[config.mk]
export PLATFORM = sky130hd
export DESIGN_NAME = shift_reg_rx
export DESIGN_NICKNAME = d
export VERILOG_FILES = /design/src/rtl/shift_reg_rx.sv
export SDC_FILE = /design/constraint.sdc
export NUM_CORES = 1
export LEC_CHECK = 0
export ABC_CLOCK_PERIOD_IN_PS = 1900
export BUFFER_PORTS_ARGS = -buffer_cell sky130_fd_sc_hd__buf_2
export CAP_MARGIN = 15
export CORE_MARGIN = 2
export CORE_UTILIZATION = 29
export CTS_BUF_LIST = sky130_fd_sc_hd__clkbuf_8
export DETAILED_ROUTE_END_ITERATION = 12
export SETUP_SLACK_MARGIN = 0.02
export SYNTH_ARGS = -nofsm -noshare
export SYNTH_HDL_FRONTEND = slang
export SYNTH_SLANG_ARGS = --single-unit
[constraint.sdc]
create_clock -name serclk -period 1.9 [get_ports serclk]
set_input_delay 0.475 -clock serclk [delete_from_list [all_inputs] [get_ports serclk]]
set_output_delay 0.475 -clock serclk [all_outputs]
set_load 0.03 [all_outputs]
[src/rtl/shift_reg_rx.sv]
// Serial-to-parallel receiver: rebuilds LSB-first words framed by an active-low start strobe
// and holds each word under a valid/ack handshake, flagging short frames and overruns.
`timescale 1ns/1ps
module shift_reg_rx #(
   parameter int unsigned TOTAL_BIT_COUNT = 8
) (
   input  logic                       serclk,
   input  logic                       reset,
   input  logic                       frame_start_n,
   input  logic                       s_in,
   input  logic                       data_ack,
   input  logic                       err_clr,
   output logic [TOTAL_BIT_COUNT-1:0] par_data_out,
   output logic                       data_valid,
   output logic                       busy,
   output logic                       overrun,
   output logic                       frame_err
);

   localparam int unsigned N     = TOTAL_BIT_COUNT;
   localparam int unsigned CNT_W = $clog2(TOTAL_BIT_COUNT);

   typedef enum logic {IDLE = 1'b0, SHIFT = 1'b1} state_e;

   state_e             state_q, state_d;
   logic [CNT_W-1:0]   bit_cnt_q, bit_cnt_d;
   logic [N-1:0]       shift_q, shift_d;
   logic [N-1:0]       par_q, par_d;
   logic               valid_q, valid_d;
   logic               overrun_q, overrun_d;
   logic               frame_err_q, frame_err_d;

   logic               in_shift;
   logic               last_bit;
   logic               short_frame;
   logic [N-1:0]       word_next;

   assign in_shift    = (state_q == SHIFT);
   assign last_bit    = in_shift && (bit_cnt_q == CNT_W'(N - 1));
   assign short_frame = in_shift && !last_bit && !frame_start_n;
   assign word_next   = {s_in, shift_q[N-1:1]};

   // State register
   always_ff @(posedge serclk) begin
      if (reset) begin
         state_q <= IDLE;
      end else begin
         state_q <= state_d;
      end
   end

   // Next state: a start strobe on the completing edge keeps us in SHIFT
   always_comb begin
      state_d = state_q;
      case (state_q)
         IDLE:    if (!frame_start_n) state_d = SHIFT;
         SHIFT:   if (last_bit && frame_start_n) state_d = IDLE;
         default: state_d = IDLE;
      endcase
   end

   // FSM outputs
   always_comb begin
      busy = (state_q == SHIFT);
   end

   // Datapath and handshake next-state; flag set events take priority over err_clr
   always_comb begin
      bit_cnt_d   = bit_cnt_q;
      shift_d     = shift_q;
      par_d       = par_q;
      valid_d     = valid_q;
      overrun_d   = overrun_q;
      frame_err_d = frame_err_q;

      if (data_ack && valid_q) valid_d = 1'b0;
      if (err_clr) begin
         overrun_d   = 1'b0;
         frame_err_d = 1'b0;
      end

      if (in_shift) begin
         shift_d   = word_next;
         bit_cnt_d = bit_cnt_q + CNT_W'(1);
         if (last_bit) begin
            bit_cnt_d = '0;
            par_d     = word_next;
            valid_d   = 1'b1;
            if (valid_q && !data_ack) overrun_d = 1'b1;
         end else if (short_frame) begin
            bit_cnt_d   = '0;
            frame_err_d = 1'b1;
         end
      end else begin
         bit_cnt_d = '0;
      end
   end

   always_ff @(posedge serclk) begin
      if (reset) begin
         bit_cnt_q   <= '0;
         shift_q     <= '0;
         par_q       <= '0;
         valid_q     <= 1'b0;
         overrun_q   <= 1'b0;
         frame_err_q <= 1'b0;
      end else begin
         bit_cnt_q   <= bit_cnt_d;
         shift_q     <= shift_d;
         par_q       <= par_d;
         valid_q     <= valid_d;
         overrun_q   <= overrun_d;
         frame_err_q <= frame_err_d;
      end
   end

   assign par_data_out = par_q;
   assign data_valid   = valid_q;
   assign overrun      = overrun_q;
   assign frame_err    = frame_err_q;

endmodule

==> results of run 1 <==
## worst register-to-register path, stage by stage, from the launching register on
cell	delay [ns]
dfxtp_1	0.32
ha_1	0.20
ha_1	0.21
buf_4	0.20
a21bo_2	0.23
a21oi_1	0.13
## synthesized netlist by cell type, drive strengths merged
cell,n
dfxtp,22
nor2,7
nor2b,1
and2,2
nand3,8
nand4b,1
nand2,1
buf,7
ha,2
mux2i,7
or3b,1
and4bb,1
a21oi,12
a21bo,8
nand2b,4
## worst min-delay path by stage
stage | depth (start not counted) | to | from
3_3_place_gp | 1 | bit_cnt_q[0]$_SDFF_PP0_ | bit_cnt_q[0]$_SDFF_PP0_
4_1_cts | 2 | busy$_SDFF_PP0_ | frame_start_n
3_5_place_dp | 1 | bit_cnt_q[0]$_SDFF_PP0_ | bit_cnt_q[0]$_SDFF_PP0_
2_1_floorplan | 1 | bit_cnt_q[0]$_SDFF_PP0_ | bit_cnt_q[0]$_SDFF_PP0_
6_report | 2 | busy$_SDFF_PP0_ | frame_start_n
5_1_grt | 2 | busy$_SDFF_PP0_ | frame_start_n
## power groups by stage
stage	clock network (W)	registers [W]	logic, W
3_3_place_gp	0	0.000481	0.0000499
4_1_cts	0.000290	0.000470	0.0000511
6_report	0.000277	0.000470	0.0000509
3_5_place_dp	0	0.000481	0.0000509
2_1_floorplan	0	0.000485	0.0000346
5_1_grt	0.000313	0.000471	0.0000555
## sequential cells by signal, summed over array words and instances, names as in the netlist
signal	flops
par_data_out	8
shift_q	7
bit_cnt_q	3
busy	1
data_valid	1
frame_err	1
overrun	1
## through the flow
step           total power (W)  cells  setup slack (ns)
6_report             0.0007980    132            0.5621
2_1_floorplan        0.0005199     84            0.6656
4_1_cts              0.0008118    132            0.5472
5_1_grt              0.0008391    132            0.4352
3_3_place_gp         0.0005306    129            0.6069
3_5_place_dp         0.0005321    129            0.5608
## cell type report
type	instances	area, um2	area share, %
clock buffers	3	41.29	4.069
repair buffers	21	115.1	11.34
multi-input cells	55	379.1	37.36
flip-flops and latches	22	440.4	43.40
well taps	31	38.79	3.822
## layout by cell type, fill, tap and decap left out
master | netlist | final
dfxtp_1 | 22 | 22
buf_2 | 3 | 17
a21oi_1 | 12 | 12
nand3_1 | 8 | 8
a21bo_2 | 8 | 8
mux2i_1 | 7 | 7
nor2_1 | 7 | 7
nand2b_1 | 4 | 4
buf_4 | 2 | 4
clkbuf_8 | 0 | 3
and2_1 | 2 | 2
ha_1 | 2 | 2
nand2_1 | 1 | 1
nand4b_1 | 1 | 1
or3b_1 | 1 | 1
and4bb_2 | 1 | 1
nor2b_1 | 1 | 1
## logic make-up (layout without fill, tap and decap cells)
group,Yosys count,after routing,share of synthesized area (%)
buffers and inverters,7,24,6.025
multiplexers,7,7,8.035
adder cells (fa/ha/maj),2,2,2.869
AND/OR/NAND/NOR,26,26,16.50
flip-flops,22,22,50.50
AO/OA/AOI/OAI,20,20,16.07
## layer usage
metal / track usage, % / vias up / wire length (um)
li1: - / 322 / -
met1: 11.89 / 282 / 721
met2: 15.87 / 13 / 691
met3: 1.978 / 2 / 58
met4: 5.844 / 0 / 14
met5: 0 / - / 0
==> impl_results.md, run 1 <==
* Synth area leader: dfxtp_1
* Final layout net count at 111
* Final cell utilization of the core at 36.17%
* Startpoint of the worst setup timing path: bit_cnt_q[0]$_SDFF_PP0_
* Yosys Warn Count at 0
* Final setup violation count at 0
* Register area share after synthesis at 50.50%
* Critical Path AT at 1.53 ns
* Net switching share of the total power at 21.30%
* Die width at 58.84 um
* Placed Area at 973.4 um2
* Starting Density at 31.09%
* Post-route minimum period at 1.338 ns
* Cell family with most CP delay: adder cells
* Diodes inserted at 0
* Final clock period utilization by the worst path at 70.42%
* Worst Path Buf+Inv at 1
* Total count of hold-check failures in the final report at 0
* Hold buffer count at CTS at 0
* Vias after detailed routing at 619
* Number of instances in the synthesized netlist at 84
* Largest driver fanout on the critical path at 18
* Critical Setup Path Class: register to register
* Count of max-cap constraint violations at 0
* Syn Area/Cell at 10.38 um2
* Wire length of the first global-routing pass at 2546 um
* FMAX at 747.4 MHz
* Layout area overhead at 16.36%
* Pwr Density at 786.4 nW/um2
* Row Count at 19
* Flip-flop and latch count after synthesis at 22
* Drt first pass iters at 8
* Synth top area cells: dfxtp_1 (51%), a21bo_2 (9.2%), mux2i_1 (8.0%), a21oi_1 (6.9%), nand3_1 (4.6%)
* Share of cells above drive strength 1 at 32.67%
* Maximum ir drop on the vdd rail at 0.0003757 V
* Min Hold Slack at 0.4136 ns
* Height of the die at 58.84 um
* Starting DRC count in detailed routing at 24
* Post-CTS Setup Inserts at 0
* Gpl congestion at 0.7016
* Clock network fraction of total power at 34.7%
* Critical path's slowest cell: dfxtp_1
* Total core area at 2805 um2
* Clk sinks at 22
* Result of the run: finished with violations
* Most frequent cell on the critical path: ha_1
* Average vias per placed instance at 4.689
* Static Leak at 0.4409 nW
* Max-Slew Margin vs Limit at 86.86%
* Total length of routed wires at 1486 um
* Pins over their slew limit at 0
* CTS tree: yes
* Maximum root-to-sink buffer count at 2
* Logic depth of the worst register-to-register path at 5
* Required time of the critical path at 2.09 ns
* RSZ-0062 raised after global routing: false
* Longest individual stage delay on the worst path at 0.32 ns
* Number of antenna-violating nets in the routed design at 0
* Violations in the final reports: DRC
* Depth of the CTS H-tree at 1
* Power spent charging and discharging nets at 0.0001700 W
* Source-to-sink clock delay at the later pin of the worst-skew pair at 0.25 ns
* Cell-internal power at 0.0006280 W
* Combined area of all synthesized cells at 872.1 um2
* Number of cells on the critical path at 5
* Capture point of the worst reg-to-reg path: par_data_out[0]$_SDFFE_PP0P_
* Final sum of negative setup slack at 0 ns
* Total CTS buffers at 3
* Cell variety after synth at 17
* Number of antenna violations at the first check in global routing at 0
* Power share of the sequential group at 58.9%
* IO Port Bufs at 17
* Setup slack of the worst register-to-register path at 0.56 ns
* DRC viols at 1
* CTS root buffer: clkbuf_8
* Maximum number of pins on one net before global-route repair at 20
* Top cell type's share of synthesized area at 50.50%
* Quantity of gates resized following cts at 0
* Leftover overflow at the end of global routing at 0
* Net Count, Synth at 92
* Launch instance of the worst register-to-register path: bit_cnt_q[0]$_SDFF_PP0_
* Total global-route track usage at 9.781%
* Kind of end point of the critical path: register
* Final instance area at 1015 um2
* Num ports at 18
* Type of the most critical hold path: primary input to register
* Number of global-route vias before repair at 595
* Layout Skew at 0.003379 ns
* Critical path destination: par_data_out[0]$_SDFFE_PP0P_
* Worst path cell trace: ha_1, ha_1, buf_4, a21bo_2, a21oi_1
* Comb power frac at 6.4%
* Nature of the critical path startpoint: register
* Clock-pin slew on the worst setup and hold paths at 0.07 ns
* Least-Margin Pin Slew at 0.1971 ns
* Fill count at 298
* Die area at 3462 um2
* Average routed wire per standard cell at 11.26 um
Note: power is estimated with default switching activity, not from simulation.
==> run 2: changes to the inputs <==
--- a/config.mk
+++ b/config.mk
@@ -5,7 +5,7 @@
 export SDC_FILE = /design/constraint.sdc
 export NUM_CORES = 1
 export LEC_CHECK = 0
-export ABC_CLOCK_PERIOD_IN_PS = 1900
+export ABC_CLOCK_PERIOD_IN_PS = 1400
 export BUFFER_PORTS_ARGS = -buffer_cell sky130_fd_sc_hd__buf_2
 export CAP_MARGIN = 15
 export CORE_MARGIN = 2
==> constraint.sdc (replaced) <==
create_clock -name serclk -period 1.4 [get_ports serclk]
set_input_delay 0.35 -clock serclk [delete_from_list [all_inputs] [get_ports serclk]]
set_output_delay 0.35 -clock serclk [all_outputs]
set_load 0.03 [all_outputs]
==> impl_results.md, run 2 (same netlist as run 1, synthesis figures left out) <==
* Average vias per placed instance at 4.797 (+2.3%)
* FMAX at 781.8 MHz (+4.6%)
* Final setup violation count at 0 (unchanged)
* Global-route track usage on met1 at 11.40% (-0.49 points)
* Critical Path AT at 1.47 ns (-0.06 ns)
* Nature of the critical path startpoint: register
* Total length of routed wires at 1509 um (+1.5%)
* Static Leak at 0.4476 nW (+1.5%)
* Layout Skew at 0.002240 ns (-0.001139 ns)
* Die width at 58.84 um (unchanged)
* CTS tree: yes
* Type of the most critical hold path: primary input to register
* Number of antenna-violating nets in the routed design at 0 (unchanged)
* Critical Setup Path Class: register to register
* Diodes inserted at 0 (unchanged)
* Post-route minimum period at 1.279 ns (-0.05876 ns)
* Total count of hold-check failures in the final report at 0 (unchanged)
* Top library cells by usage in the layout, fill and taps aside: dfxtp_1 (22), buf_2 (17), a21oi_1 (12)
* Num ports at 18 (unchanged)
* Share of cells above drive strength 1 at 34.31% (+1.6 points)
* Final clock period utilization by the worst path at 91.37% (+21 points)
* Non-filler instance count after layout at 133 (+0.76%)
* Required time of the critical path at 1.59 ns (-0.50 ns)
* Placed cells at 129 (unchanged)
* Largest driver fanout on the critical path at 4 (-14)
* RSZ-0062 raised after global routing: false
* Min Hold Slack at 0.2857 ns (-0.1279 ns)
* Drt first pass iters at 8 (unchanged)
* Highest-utilization routing layer at the global route stage: met2
* Total global-route track usage at 10.12% (+0.34 points)
* Pwr Density at 1099 nW/um2 (+40%)
* Kind of end point of the critical path: register
* Maximum ir drop on the vdd rail at 0.0005812 V (+55%)
* Post-layout worst setup margin at 0.1209 ns (-0.4412 ns)
* Maximum root-to-sink buffer count at 2 (unchanged)
* Depth of the CTS H-tree at 1 (unchanged)
* Clock-pin slew on the worst setup and hold paths at 0.07 ns (about the same)
* Height of the die at 58.84 um (unchanged)
* Violations in the final reports: DRC
* Layout area overhead at 19.66%
* Flip-flop count of the largest register after layout at 8 (unchanged)
* Gpl congestion at 0.6675 (-4.9%)
* CTS root buffer: clkbuf_8
* Detailed placement HPWL at 1078 um
* Met3 global-route usage at 2.857% (+0.88 points)
* Row Count at 19 (unchanged)
* Number of global-route vias before repair at 598 (+0.50%)
* Pins over their slew limit at 0 (unchanged)
* Average routed wire per standard cell at 11.35 um (+0.78%)
* Total CTS buffers at 3 (unchanged)
* Post-layout power at 0.001147 W (+44%)
* Final layout net count at 111 (unchanged)
* Most frequent standard cell in the layout excluding fill and tap cells: dfxtp_1
* Wire length of the first global-routing pass at 2615 um (+2.7%)
* Starting DRC count in detailed routing at 10 (-58%)
* Worst setup slack after placement at 0.09326 ns (-0.4676 ns)
* Final sum of negative setup slack at 0 ns (unchanged)
* Source-to-sink clock delay at the later pin of the worst-skew pair at 0.26 ns (about the same)
* Least-Margin Pin Slew at 0.1986 ns (+0.001485 ns)
* Leftover overflow at the end of global routing at 0 (unchanged)
* Clk sinks at 22 (unchanged)
* Die area at 3462 um2 (unchanged)
* Result of the run: finished with violations
* Total core area at 2805 um2 (unchanged)
* Number of antenna violations at the first check in global routing at 0 (unchanged)
* Post-CTS Setup Inserts at 0 (unchanged)
* Met2 routing resource usage after global routing at 16.98% (+1.1 points)
* Maximum number of pins on one net before global-route repair at 20 (unchanged)
* IO Port Bufs at 17 (unchanged)
* Starting Density at 31.09% (unchanged)
* Setup slack of the worst register-to-register path at 0.12 ns (-0.44 ns)
* Vias after detailed routing at 638 (+3.1%)
* Max-Slew Margin vs Limit at 86.76% (-0.099 points)
* DRC viols at 1 (unchanged)
* Count of max-cap constraint violations at 0 (unchanged)
run 2: cell types whose count changed in the layout (fill, tap and decap cells not counted), sizes merged:
cell,before,now
clkbuf,3,4
run 2: path summary, 6_finish.rpt:
kind,start,end,cells past startpoint
max reg2reg,bit_cnt_q[0]$_SDFF_PP0_,frame_err$_SDFF_PP0_,4
max,bit_cnt_q[0]$_SDFF_PP0_,frame_err$_SDFF_PP0_,4
min reg2reg,bit_cnt_q[0]$_SDFF_PP0_,bit_cnt_q[0]$_SDFF_PP0_,1
min,frame_start_n,busy$_SDFF_PP0_,2
run 2: layer usage:
| metal | vias to the layer above | share of wire (%) |
|---|---|---|
| met5 | - | 0 |
| met4 | 0 | 2.5 |
| met3 | 5 | 4.8 |
| met2 | 11 | 49 |
| met1 | 296 | 44 |
| li1 | 326 | - |
run 2: timing repair:
item / in CTS / in global routing
endpoints found under the setup margin: 0 / 6
gates resized for setup: 0 / 1
hold buffers: 0 / 0
run 2: layout make-up:
cell class / instances / area [um2]
multi-input combinational: 55 / 381.6
sequential: 22 / 440.4
tap: 31 / 38.79
clock buffer: 4 / 55.05
fill: 291 / 1762
timing repair buffer: 21 / 127.6
run 2: per-stage QoR:
step	instance area, um2	util, %
global route	1044	37.20
detailed placement	985.9	35.15
global placement	985.9	35.15
finish	1044	37.20
floorplan	872.1	-
CTS	1041	37.11
run 2: power by group:
group	total, W	internal [W]	switching [W]
logic	0.0000683	0.0000277	0.0000406
registers	0.000639	0.000633	0.00000589
clock network	0.000439	0.000250	0.000189
run 2: worst max-delay path, stage by stage (launching register included):
cell     delay [ns]
dfxtp_1        0.32
ha_1           0.20
ha_2           0.20
or3b_1         0.36
a21oi_1        0.14
